<file path="src/rtl/maquina_de_saida_pkg.sv">
// Shared definitions for the parking access machines: FSM encodings and default sizing.
package maquina_de_saida_pkg;

    localparam logic [1:0] OCIOSA           = 2'b00;
    localparam logic [1:0] CANCELA_ABERTA   = 2'b01;
    localparam logic [1:0] VEICULO_PASSANDO = 2'b10;

    localparam int VAGAS_PADRAO        = 16;
    localparam int TEMPO_LIMITE_PADRAO = 1000;

endpackage

</file>
<file path="src/rtl/contador_de_vagas.sv">
// Saturating occupancy counter; a rejected update produces a one-cycle error pulse.
module contador_de_vagas
    import maquina_de_saida_pkg::*;
#(
    parameter int VAGAS = VAGAS_PADRAO,
    parameter int W     = $clog2(VAGAS + 1)
) (
    input  logic         clk,
    input  logic         rst_n,
    input  logic         incrementa,
    input  logic         decrementa,
    output logic [W-1:0] contagem,
    output logic         cheio,
    output logic         vazio,
    output logic         erro
);

    logic [W-1:0] contagem_r;
    logic [W-1:0] contagem_prox_s;
    logic         erro_r;
    logic         erro_s;

    // Next count: simultaneous entry and exit cancel out, even at the limits.
    always_comb begin
        contagem_prox_s = contagem_r;
        erro_s          = 1'b0;
        case ({incrementa, decrementa})
            2'b10: begin
                if (contagem_r == W'(VAGAS)) begin
                    erro_s = 1'b1;
                end else begin
                    contagem_prox_s = contagem_r + W'(1);
                end
            end
            2'b01: begin
                if (contagem_r == W'(0)) begin
                    erro_s = 1'b1;
                end else begin
                    contagem_prox_s = contagem_r - W'(1);
                end
            end
            default: begin
                contagem_prox_s = contagem_r;
            end
        endcase
    end

    // Count and error registers.
    always_ff @(posedge clk) begin
        if (!rst_n) begin
            contagem_r <= W'(0);
            erro_r     <= 1'b0;
        end else begin
            contagem_r <= contagem_prox_s;
            erro_r     <= erro_s;
        end
    end

    assign contagem = contagem_r;
    assign cheio    = (contagem_r == W'(VAGAS));
    assign vazio    = (contagem_r == W'(0));
    assign erro     = erro_r;

endmodule

</file>
<file path="src/rtl/maquina_de_saida.sv">
// Exit gate controller: opens on the inner sensor, confirms passage on the outer one,
// closes on completion or timeout, and owns the occupancy counter.
module maquina_de_saida
    import maquina_de_saida_pkg::*;
#(
    parameter int VAGAS        = VAGAS_PADRAO,
    parameter int TEMPO_LIMITE = TEMPO_LIMITE_PADRAO,
    parameter int W            = $clog2(VAGAS + 1)
) (
    input  logic         clk,
    input  logic         rst_n,
    input  logic         SENSOR_INTERNO_SAIDA,
    input  logic         SENSOR_EXTERNO_SAIDA,
    input  logic         ENTRADA_CONFIRMADA,
    output logic         STATUS_DA_CANCELA_DE_SAIDA,
    output logic         cheio,
    output logic         vazio,
    output logic [W-1:0] VAGAS_OCUPADAS,
    output logic         ERRO_DE_CONTAGEM
);

    localparam int TW = $clog2(TEMPO_LIMITE);

    logic [1:0]    estado_r;
    logic [1:0]    estado_prox_s;
    logic [TW-1:0] timer_r;
    logic [TW-1:0] timer_prox_s;
    logic          cancela_r;
    logic          saida_s;

    // Next state, timer and exit-event decode.
    always_comb begin
        estado_prox_s = estado_r;
        timer_prox_s  = timer_r;
        saida_s       = 1'b0;
        case (estado_r)
            OCIOSA: begin
                if (SENSOR_INTERNO_SAIDA) begin
                    estado_prox_s = CANCELA_ABERTA;
                    timer_prox_s  = TW'(0);
                end else begin
                    estado_prox_s = OCIOSA;
                end
            end
            CANCELA_ABERTA: begin
                // Outer sensor wins over a timeout landing on the same edge.
                if (SENSOR_EXTERNO_SAIDA) begin
                    estado_prox_s = VEICULO_PASSANDO;
                end else if (timer_r == TW'(TEMPO_LIMITE - 1)) begin
                    estado_prox_s = OCIOSA;
                end else begin
                    timer_prox_s = timer_r + TW'(1);
                end
            end
            VEICULO_PASSANDO: begin
                if (!SENSOR_EXTERNO_SAIDA && !SENSOR_INTERNO_SAIDA) begin
                    estado_prox_s = OCIOSA;
                    saida_s       = 1'b1;
                end else if (!SENSOR_EXTERNO_SAIDA) begin
                    estado_prox_s = CANCELA_ABERTA;
                    timer_prox_s  = TW'(0);
                end else begin
                    estado_prox_s = VEICULO_PASSANDO;
                end
            end
            default: begin
                estado_prox_s = OCIOSA;
                timer_prox_s  = TW'(0);
            end
        endcase
    end

    // State, timer and registered gate output.
    always_ff @(posedge clk) begin
        if (!rst_n) begin
            estado_r  <= OCIOSA;
            timer_r   <= TW'(0);
            cancela_r <= 1'b0;
        end else begin
            estado_r  <= estado_prox_s;
            timer_r   <= timer_prox_s;
            cancela_r <= (estado_prox_s != OCIOSA);
        end
    end

    assign STATUS_DA_CANCELA_DE_SAIDA = cancela_r;

    contador_de_vagas #(
        .VAGAS (VAGAS),
        .W     (W)
    ) u_contador (
        .clk        (clk),
        .rst_n      (rst_n),
        .incrementa (ENTRADA_CONFIRMADA),
        .decrementa (saida_s),
        .contagem   (VAGAS_OCUPADAS),
        .cheio      (cheio),
        .vazio      (vazio),
        .erro       (ERRO_DE_CONTAGEM)
    );

endmodule
</file>
<file path="config.mk">
export PLATFORM = sky130hd
export DESIGN_NAME = maquina_de_saida
export DESIGN_NICKNAME = d
export VERILOG_FILES = /design/src/rtl/maquina_de_saida_pkg.sv /design/src/rtl/contador_de_vagas.sv /design/src/rtl/maquina_de_saida.sv
export SDC_FILE = /design/constraint.sdc
export NUM_CORES = 1
export LEC_CHECK = 0
export ABC_AREA = 1
export BUFFER_PORTS_ARGS = -buffer_cell sky130_fd_sc_hd__buf_2
export CAP_MARGIN = 10
export CORE_MARGIN = 4
export CORE_UTILIZATION = 45
export DETAILED_ROUTE_END_ITERATION = 10
export HOLD_SLACK_MARGIN = 0.15
export PLACE_DENSITY = 0.6
export SETUP_SLACK_MARGIN = 0.4
export SKIP_LAST_GASP = 1
export SYNTH_ARGS = -nofsm -noshare
export SYNTH_HDL_FRONTEND = slang
export SYNTH_HIERARCHICAL = 1
export SYNTH_SLANG_ARGS = --single-unit
</file>
<file path="constraint.sdc">
create_clock -name clk -period 2.5 [get_ports clk]
set_clock_uncertainty 0.2 [all_clocks]
set_input_delay 0.375 -clock clk [delete_from_list [all_inputs] [get_ports clk]]
set_output_delay 0.375 -clock clk [all_outputs]
set_load 0.005 [all_outputs]
</file>
* After elaboration in Yosys (flattened, before gate mapping) *
Cells that the tools add are included.

operators by class
  reduce and logical (&&, ||, !) cells = 9
  bitwise gates (word level) = 0
  divide/modulo/power cells = 0
  order comparisons = 0
  mux-type cells = 20
  $add $sub $neg = 3
  shift operators = 0
  equal/unequal tests = 13
  $mul = 0

operators by type and width
  operator                                           number
  two-way mux 10 bit                                 5
  one-hot mux 10 bit (3 select lines)                1
  != test 2 bit (second input constant)              7
  adder 10 x 1 -> 10 bit (second input constant)     1
  == test 10 bit (second input constant)             1
  two-way mux 5 bit                                  2
  one-hot mux 5 bit (2 select lines)                 1
  two-way mux 2 bit                                  4
  one-hot mux 2 bit (3 select lines)                 1
  adder 5 x 1 -> 5 bit (second input constant)       1
  == test 5 bit (second input constant)              1
  zero test 5 bit                                    1
  two-way mux 1 bit                                  5
  AND reduction 5 bit                                1
  subtractor 5 x 1 -> 5 bit (second input constant)  1
  == test 2 x 1 -> 1 bit (second input constant)     2
  == test 2 bit (second input constant)              2
  nonzero test 2 bit                                 2
  AND reduction 3 bit                                1
  zero test 1 bit                                    2
  zero test 2 bit                                    1
  one-hot mux 1 bit (2 select lines)                 1
  logical AND 1 bit                                  1

word-level totals
  memories = 0
  bits in latches = 0
  input port bits = 5
  memory bits (read-only) = 0
  register bits after elaboration = 19
  bits in writable memories = 0
  output and inout port bits = 9
  logic and storage cells = 50

* Longest topological paths before layout *
Gate-level depths: netlist (run 1).

  depth in word-level cells = 7
  depth in mapped cells = 16
  gate-level depth less buffers = 15

* By module *
Netlist (run 1), hierarchy kept.

by module, submodules not included
  module             seq. area each (um^2)  cells each  area each (um^2)  instances
  maquina_de_saida   260.2                  119         750.7             1
  contador_de_vagas  120.1                  81          510.5             1

* Worst setup path after synthesis (run 1) *
OpenSTA, ideal clock, no wires.

  path type = input -> register
  start point = input port SENSOR_INTERNO_SAIDA
  end point = register u_contador.contagem_r[4] (netlist: u_contador/contagem[4])
  path slack = 295 ps
  required time = 2191 ps
  arrival time = 1896 ps
  library setup time = 109 ps
  stages = 15
  buffers on the path = 1
  cells stage by stage = nor4_1 -> ha_1 -> buf_6 -> inv_2 -> nand2_1 -> nand2_1 -> ha_1 -> inv_1 -> nand2_1 -> nand3_1 -> nand2_1 -> nand2_1 -> nand3_1 -> nand2_1 -> inv_1

on the way
  longest elaborated chain between the ends = 7
  elaborated cells on any way between the ends = 11
  classes of those cells = 4 x eq/ne; 3 x mux; 4 x reduce/logical

ends and longest elaborated chain
  what                                                                  RTL line                 source
  from (decl)                                                           maquina_de_saida.sv:12   input logic SENSOR_INTERNO_SAIDA,
  zero test 1 bit (*)                                                   maquina_de_saida.sv:56   if (!SENSOR_EXTERNO_SAIDA && !SENSOR_INTERNO_SAIDA) begin
  logical AND 1 bit (*)                                                 maquina_de_saida.sv:56
  two-way mux 1 bit (*)                                                 maquina_de_saida.sv:56
  two-way mux 1 bit (*)                                                 maquina_de_saida.sv:36   case (estado_r)
  == test 2 x 1 -> 1 bit / == test 2 bit (equally long branches)        contador_de_vagas.sv:27  case ({incrementa, decrementa})
  != test 2 bit (no line) / nonzero test 2 bit (equally long branches)  n/a
  AND reduction 3 bit (no line)                                         n/a
  to (signal assigned)                                                  contador_de_vagas.sv:54  contagem_r <= contagem_prox_s;
  to (decl)                                                             contador_de_vagas.sv:18  logic [W-1:0] contagem_r;

Mark *: on every way between the ends. The rest lies on a longest branch, timed or not.
A chain may end at the register's enable or synchronous reset.

* Worst setup path in the final report (run 1) *
  start point = register estado_r[0]
  end point = register u_contador.contagem_r[4] (netlist: u_contador/contagem[4])

on the way
  longest elaborated chain between the ends = 5
  elaborated cells on any way between the ends = 9
  classes of those cells = 5 x eq/ne; 2 x mux; 2 x reduce/logical

ends and longest elaborated chain
  what                                                                  RTL line                 source
  from (decl)                                                           maquina_de_saida.sv:24   logic [1:0] estado_r;
  from (signal assigned)                                                maquina_de_saida.sv:80   estado_r <= estado_prox_s;
  == test 2 bit (*)                                                     maquina_de_saida.sv:36
  two-way mux 1 bit (*)                                                 maquina_de_saida.sv:36
  via saida_s                                                           maquina_de_saida.sv:29   logic saida_s;
  == test 2 x 1 -> 1 bit / == test 2 bit (equally long branches)        contador_de_vagas.sv:27
  != test 2 bit (no line) / nonzero test 2 bit (equally long branches)  n/a
  AND reduction 3 bit (no line)                                         n/a

Mark *: on every way through the listed nets, which the timed path passes. The rest lies on a longest branch.

==> out/results.txt, run 1 <==
synth unique cells = 26
final antenna diode count = 0
Final period util = 0.806
Top cell by count, worst path = nand2_1
worst path required time = 2.51 ns
WL met2 = 1.41 mm
layout cell share with drive strength beyond 1 = 0.227
WL/cell = 11.1 µm
#FFs+latches synth = 19
CP Max Fanout = 3
vias in the first global route = 1097
cts bufs inserted = 3
num rows = 18
CTS tree = built
Vias/cell = 5.11
Lkg Pwr = 0.656 nW
initial antenna violation count = 0
core area = 0.00257 mm²
max_cap viols = 0
Avg Synthesized Cell Area = 6.31 µm²
cell area after synthesis = 0.00126 mm²
class of the worst hold path = input port to register
Max Slew Vio Count = 0
Num Clock Sinks = 19
Clock transition at path regs = 0.11 ns
Pwr Density = 442 mW/mm²
Worst Tran Pin Value = 0.283 ns
GR Overflow Total = 0
H-tree depth = 1
CTS Buffer Depth = 2
Routed Wire Length = 2.72 mm
Post-Synthesis Cells = 200
area of the multi-input gates = 774 µm²
die width = 60.9 µm
Final Hold Viols = 0
register area = 385 µm²
dpl hpwl = 2.11 mm
worst skew pair latency = 0.30 ns
total track usage = 0.164
Seq/Total Area, Yosys = 0.302
routed vias = 1258
first-pass GRT wire length = 4.60 mm
WP buf/inv = 3
Final ANT Viol Nets = 0
Fmax achieved = 0.496 GHz
fin util = 0.558
critical path arrival = 2.03 ns
most frequent cells in the layout = 47 x nand2_1, 31 x nor2_1, 28 x inv_1
IO buf count = 13
DRC errors left = 0
max layer used = met4
Pre-antenna DRT Iters = 4
chip height = 60.9 µm
Die Area = 0.00371 mm²
Worst Setup End Kind = register
Setup CP Type = register to register
GPL Wtd Cong = 0.863
Ys Warns = 6
largest net degree at the start of global routing = 17
post-synth net total = 210
Critical Path, Cell by Cell = nor4_4 -> ha_2 -> inv_2 -> nand2_2 -> nand2_4 -> ha_4 -> inv_2 -> nand2_2 -> nand3_2 -> nand2_1 -> nand2_1 -> nand3_1 -> nand2_1 -> inv_1
Top Ports = 14
cts-stage hold buffer count = 0
metal3 WL = 88 µm
delay-heaviest family, CP = simple AND/OR/NAND/NOR gates
crit start category = register
Post-Route M1 WL = 1.18 mm
most common cell after layout, fill and taps aside = nand2_1
Max-slew headroom = 0.811
Initial Util = 0.491
max incr delay on CP = 0.37 ns
root buf cell = clkbuf_4
status = completed
highest-delay cell along the critical path = dfxtp_4
worst vdd ir = 0.000280 V
layout net count = 227
Final Setup Violations = 0
minimum clock period = 2.02 ns
area delta synth->final = 13.5%
RSZ-0062 raised after global routing = yes
drt initial violations = 66
fillers = 261
Sum Neg Setup Slack = 0 ns
-- sequential cells by signal, summed over array words and instances, names as in the netlist --
register	flops
timer_r	10
estado_r	2
u_contador/contagem	5
u_contador/erro	1
STATUS_DA_CANCELA_DE_SAIDA	1
-- power by group --
part	internal [mW]	switching, mW
Clock	0.0621	0.0954
Sequential	0.317	0.0212
Combinational	0.0537	0.0836
Total	0.433	0.200
-- worst reg2reg max path, stage by stage (launching register included) --
cell and delay, ns:
dfxtp_4 0.37, nor4_4 0.32, ha_2 0.25, inv_2 0.05, nand2_2 0.07, nand2_4 0.06, ha_4 0.15, inv_2 0.05
nand2_2 0.06, nand3_2 0.08, nand2_1 0.05, nand2_1 0.06, nand3_1 0.06, nand2_1 0.06, inv_1 0.03
-- cells in the mapped netlist --
master	n	share of area
ha_1	5	0.050
clkbuf_1	1	0.0030
o21ai_1	8	0.032
nand3b_1	1	0.0060
o21bai_1	2	0.012
o21ai_0	3	0.012
nand3_2	2	0.016
nor4_1	1	0.0050
a31oi_1	1	0.0050
inv_2	5	0.015
nor2_2	7	0.035
nor3b_1	1	0.0060
a21oi_1	6	0.024
inv_1	29	0.086
dfxtp_1	19	0.30
a21oi_2	2	0.014
nand2_1	50	0.15
nor2_4	3	0.027
nor2_1	31	0.092
nor3_1	2	0.0079
buf_6	2	0.018
nand2_2	2	0.0099
nand4_1	3	0.015
nand3_1	12	0.048
xor2_1	1	0.0069
o211ai_1	1	0.0060
-- cells by family (layout without fill, tap and decap cells) --
group                      after synthesis  in the layout  share of synthesized area
adders and majority gates                5              5                     0.0496
and+or+nand+nor                        115            115                      0.416
xor gates and xnor gates                 1              1                    0.00695
AOI/OAI and AO/OA                       23             23                      0.104
buffers and inverters                   37             53                      0.122
DFF                                     19             19                      0.302
-- path summary, 6_finish.rpt --
check | start | to | slack [ns] | depth (start not counted)
max reg2reg | estado_r[0]$_SDFF_PN0_ | u_contador/contagem[4]$_SDFFE_PN0P_ | 0.48 | 14
max | estado_r[0]$_SDFF_PN0_ | u_contador/contagem[4]$_SDFFE_PN0P_ | 0.48 | 14
min reg2reg | timer_r[0]$_SDFFE_PN0P_ | timer_r[0]$_SDFFE_PN0P_ | 0.31 | 1
min | rst_n | estado_r[1]$_SDFF_PN0_ | 0.23 | 3
-- final cells by class --
cell class	instances	area share
clock buffer	4	0.0184
inverter	34	0.0892
sequential	19	0.269
timing repair buffer	15	0.0559
tap	30	0.0262
multi-input combinational	144	0.541
-- layer usage --
layer,up-vias,track usage
li1,659,-
met1,571,0.190
met2,22,0.293
met3,6,0.0255
met4,0,0.0774
met5,-,0
-- through the flow --
step / setup WS [ns] / area (µm²) / cells / hold WS (ns) / total power, mW
2_1_floorplan: 0.420 / 1280 / 200 / 0.250 / 0.436
3_3_place_gp: 0.331 / 1360 / 241 / 0.278 / 0.473
3_5_place_dp: 0.282 / 1360 / 241 / 0.299 / 0.473
4_1_cts: 0.421 / 1390 / 245 / 0.225 / 0.630
5_1_grt: 0.324 / 1430 / 246 / 0.219 / 0.679
6_report: 0.484 / 1430 / 246 / 0.229 / 0.633
-- repair_timing --
| item | 4_1_cts | 5_1_grt |
|---|---|---|
| buffers inserted | 0 | 1 |
| hold endpoints to repair | 0 | 0 |
| resized for setup | 0 | 11 |
| setup endpoints to repair | 0 | 5 |
(Power assumes the default switching activity.)
==> run 2: changes to the inputs <==
==> constraint.sdc (replaced) <==
create_clock -name clk -period 1.99 [get_ports clk]
set_clock_uncertainty 0.2 [all_clocks]
set_input_delay 0.2985 -clock clk [delete_from_list [all_inputs] [get_ports clk]]
set_output_delay 0.2985 -clock clk [all_outputs]
set_load 0.005 [all_outputs]
==> run 2 against run 1 <==
Utilization up 10 points. Worst hold slack got worse by 0.040 ns. Highest routed layer unchanged. Largest cell class unchanged. Worst setup slack got worse by 0.44 ns. Non-clock buffer count is 16 higher. Clock power grew 31%. First-iteration DRC count fell by 26%. Register-to-register slack got worse by 0.44 ns.
==> out/results.txt, run 2 (synthesis gave the netlist of run 1 again) <==
status = completed
core area = 0.00257 mm²
worst path required time = 2.01 ns
Final period util = 0.978
Routed Wire Length = 3.22 mm
max FFs per register = 10
H-tree depth = 1
Pwr Density = 521 mW/mm²
Final Setup Violations = 0
layout net count = 244
Top Ports = 14
chip height = 60.9 µm
RSZ-0062 raised after global routing = yes
IO buf count = 13
WL/cell = 12.2 µm
routed vias = 1354
register share of total power = 0.484
initial antenna violation count = 0
Initial Util = 0.491
Final Hold Viols = 0
Logic pwr share = 0.280
Lkg Pwr = 0.768 nW
CTS Buffer Depth = 2
vias in the first global route = 1293
crit start category = register
root buf cell = clkbuf_4
largest net degree at the start of global routing = 17
Setup CP Type = register to register
max_cap viols = 0
Die Area = 0.00371 mm²
GR Overflow Total = 0
Pre-antenna DRT Iters = 4
Worst Tran Pin Value = 0.292 ns
Clock power frac = 0.236
CP Max Fanout = 3
fin area = 0.00169 mm²
Vias/cell = 5.15
fin util = 0.658
DRC errors left = 0
CTS tree = built
Sum Neg Setup Slack = 0 ns
GPL Wtd Cong = 0.841
Final ANT Viol Nets = 0
Sw Ratio = 0.337
final antenna diode count = 0
Fmax achieved = 0.514 GHz
cts bufs inserted = 3
layout cell share with drive strength beyond 1 = 0.399
worst vdd ir = 0.000368 V
NetSw = 0.297 mW
drt initial violations = 49
area delta synth->final = 33.9%
Clock transition at path regs = 0.12 ns
class of the worst hold path = input port to register
Worst Setup End Kind = register
most common cell after layout, fill and taps aside = nand2_1
DP Area = 0.00141 mm²
Num Clock Sinks = 19
most frequent cells in the layout = 40 x nand2_1, 25 x inv_1, 25 x nor2_1
largest reg by FF count = timer_r
total track usage = 0.187
minimum clock period = 1.95 ns
Max Slew Vio Count = 0
Max-slew headroom = 0.805
dpl hpwl = 2.12 mm
num rows = 18
die width = 60.9 µm
Internal Pwr Total = 0.583 mW
critical path arrival = 1.97 ns
first-pass GRT wire length = 5.22 mm
Hold Slack = 0.189 ns
worst skew pair latency = 0.30 ns
-- run 2: changes by cell type in the layout (fill, tap and decap cells not counted), sizes merged --
cell / change
clkinv: +1
nand2: +1
buf: +15
dlygate4sd3: +1
clkbuf: -1
-- run 2: power groups by stage --
stage	clock network (mW)	logic (mW)	registers (mW)
floorplan	0	0.120	0.431
global placement	0	0.168	0.434
detailed placement	0	0.171	0.435
CTS	0.213	0.216	0.425
global route	0.228	0.273	0.429
finish	0.207	0.246	0.426
-- run 2: worst max-delay path: stages (launching register included) --
cell and delay, ns:
dfxtp_4 0.37, nor4_4 0.24, ha_2 0.26, inv_2 0.05
nand2_2 0.06, nand2_2 0.06, ha_4 0.15, inv_2 0.04
nand2_2 0.06, nand3_2 0.08, nand2_1 0.05, nand2_1 0.05
nand3_1 0.07, nand2_1 0.07, inv_1 0.03
-- run 2: stage by stage --
stage               total power [mW]  cells  worst slack, ns
floorplan                      0.551    200          0.00183
global placement               0.602    245          -0.0859
detailed placement             0.606    245           -0.123
CTS                            0.854    258           0.0660
global route                   0.930    263          -0.0823
finish                         0.880    263           0.0441
-- run 2: path summary, 6_finish.rpt --
kind                            from                                   to  slack, ns  depth (start not counted)
min               ENTRADA_CONFIRMADA           u_contador/erro$_SDFF_PN0_       0.19                          4
min reg2reg  timer_r[9]$_SDFFE_PN0P_              timer_r[9]$_SDFFE_PN0P_       0.32                          2
max reg2reg   estado_r[0]$_SDFF_PN0_  u_contador/contagem[4]$_SDFFE_PN0P_       0.04                         14
max           estado_r[0]$_SDFF_PN0_  u_contador/contagem[4]$_SDFFE_PN0P_       0.04                         14
-- run 2: repair_timing --
item                                    4_1_cts  5_1_grt
pin swaps                                    11        8
setup buffers                                 7        5
hold buffers                                  1        0
hold endpoints to repair                      2        0
endpoints found under the setup margin       18       18
gates cloned                                  1        0
resized for setup                            34       13
-- run 2: routing by layer --
layer / GRT usage / share of wire
met1: 0.205 / 0.40
met2: 0.348 / 0.53
met3: 0.0362 / 0.051
met4: 0.0774 / 0.016
met5: 0 / 0
-- run 2: area by class of cell --
| cell class | instances | area (µm²) |
|---|---|---|
| Clock inverter | 1 | 5.00 |
| Timing Repair Buffer | 31 | 206 |
| Sequential cell | 19 | 399 |
| Inverter | 34 | 128 |
| Multi-Input combinational cell | 145 | 891 |
| Fill cell | 243 | 878 |
| Clock buffer | 3 | 22.5 |
| Tap cell | 30 | 37.5 |
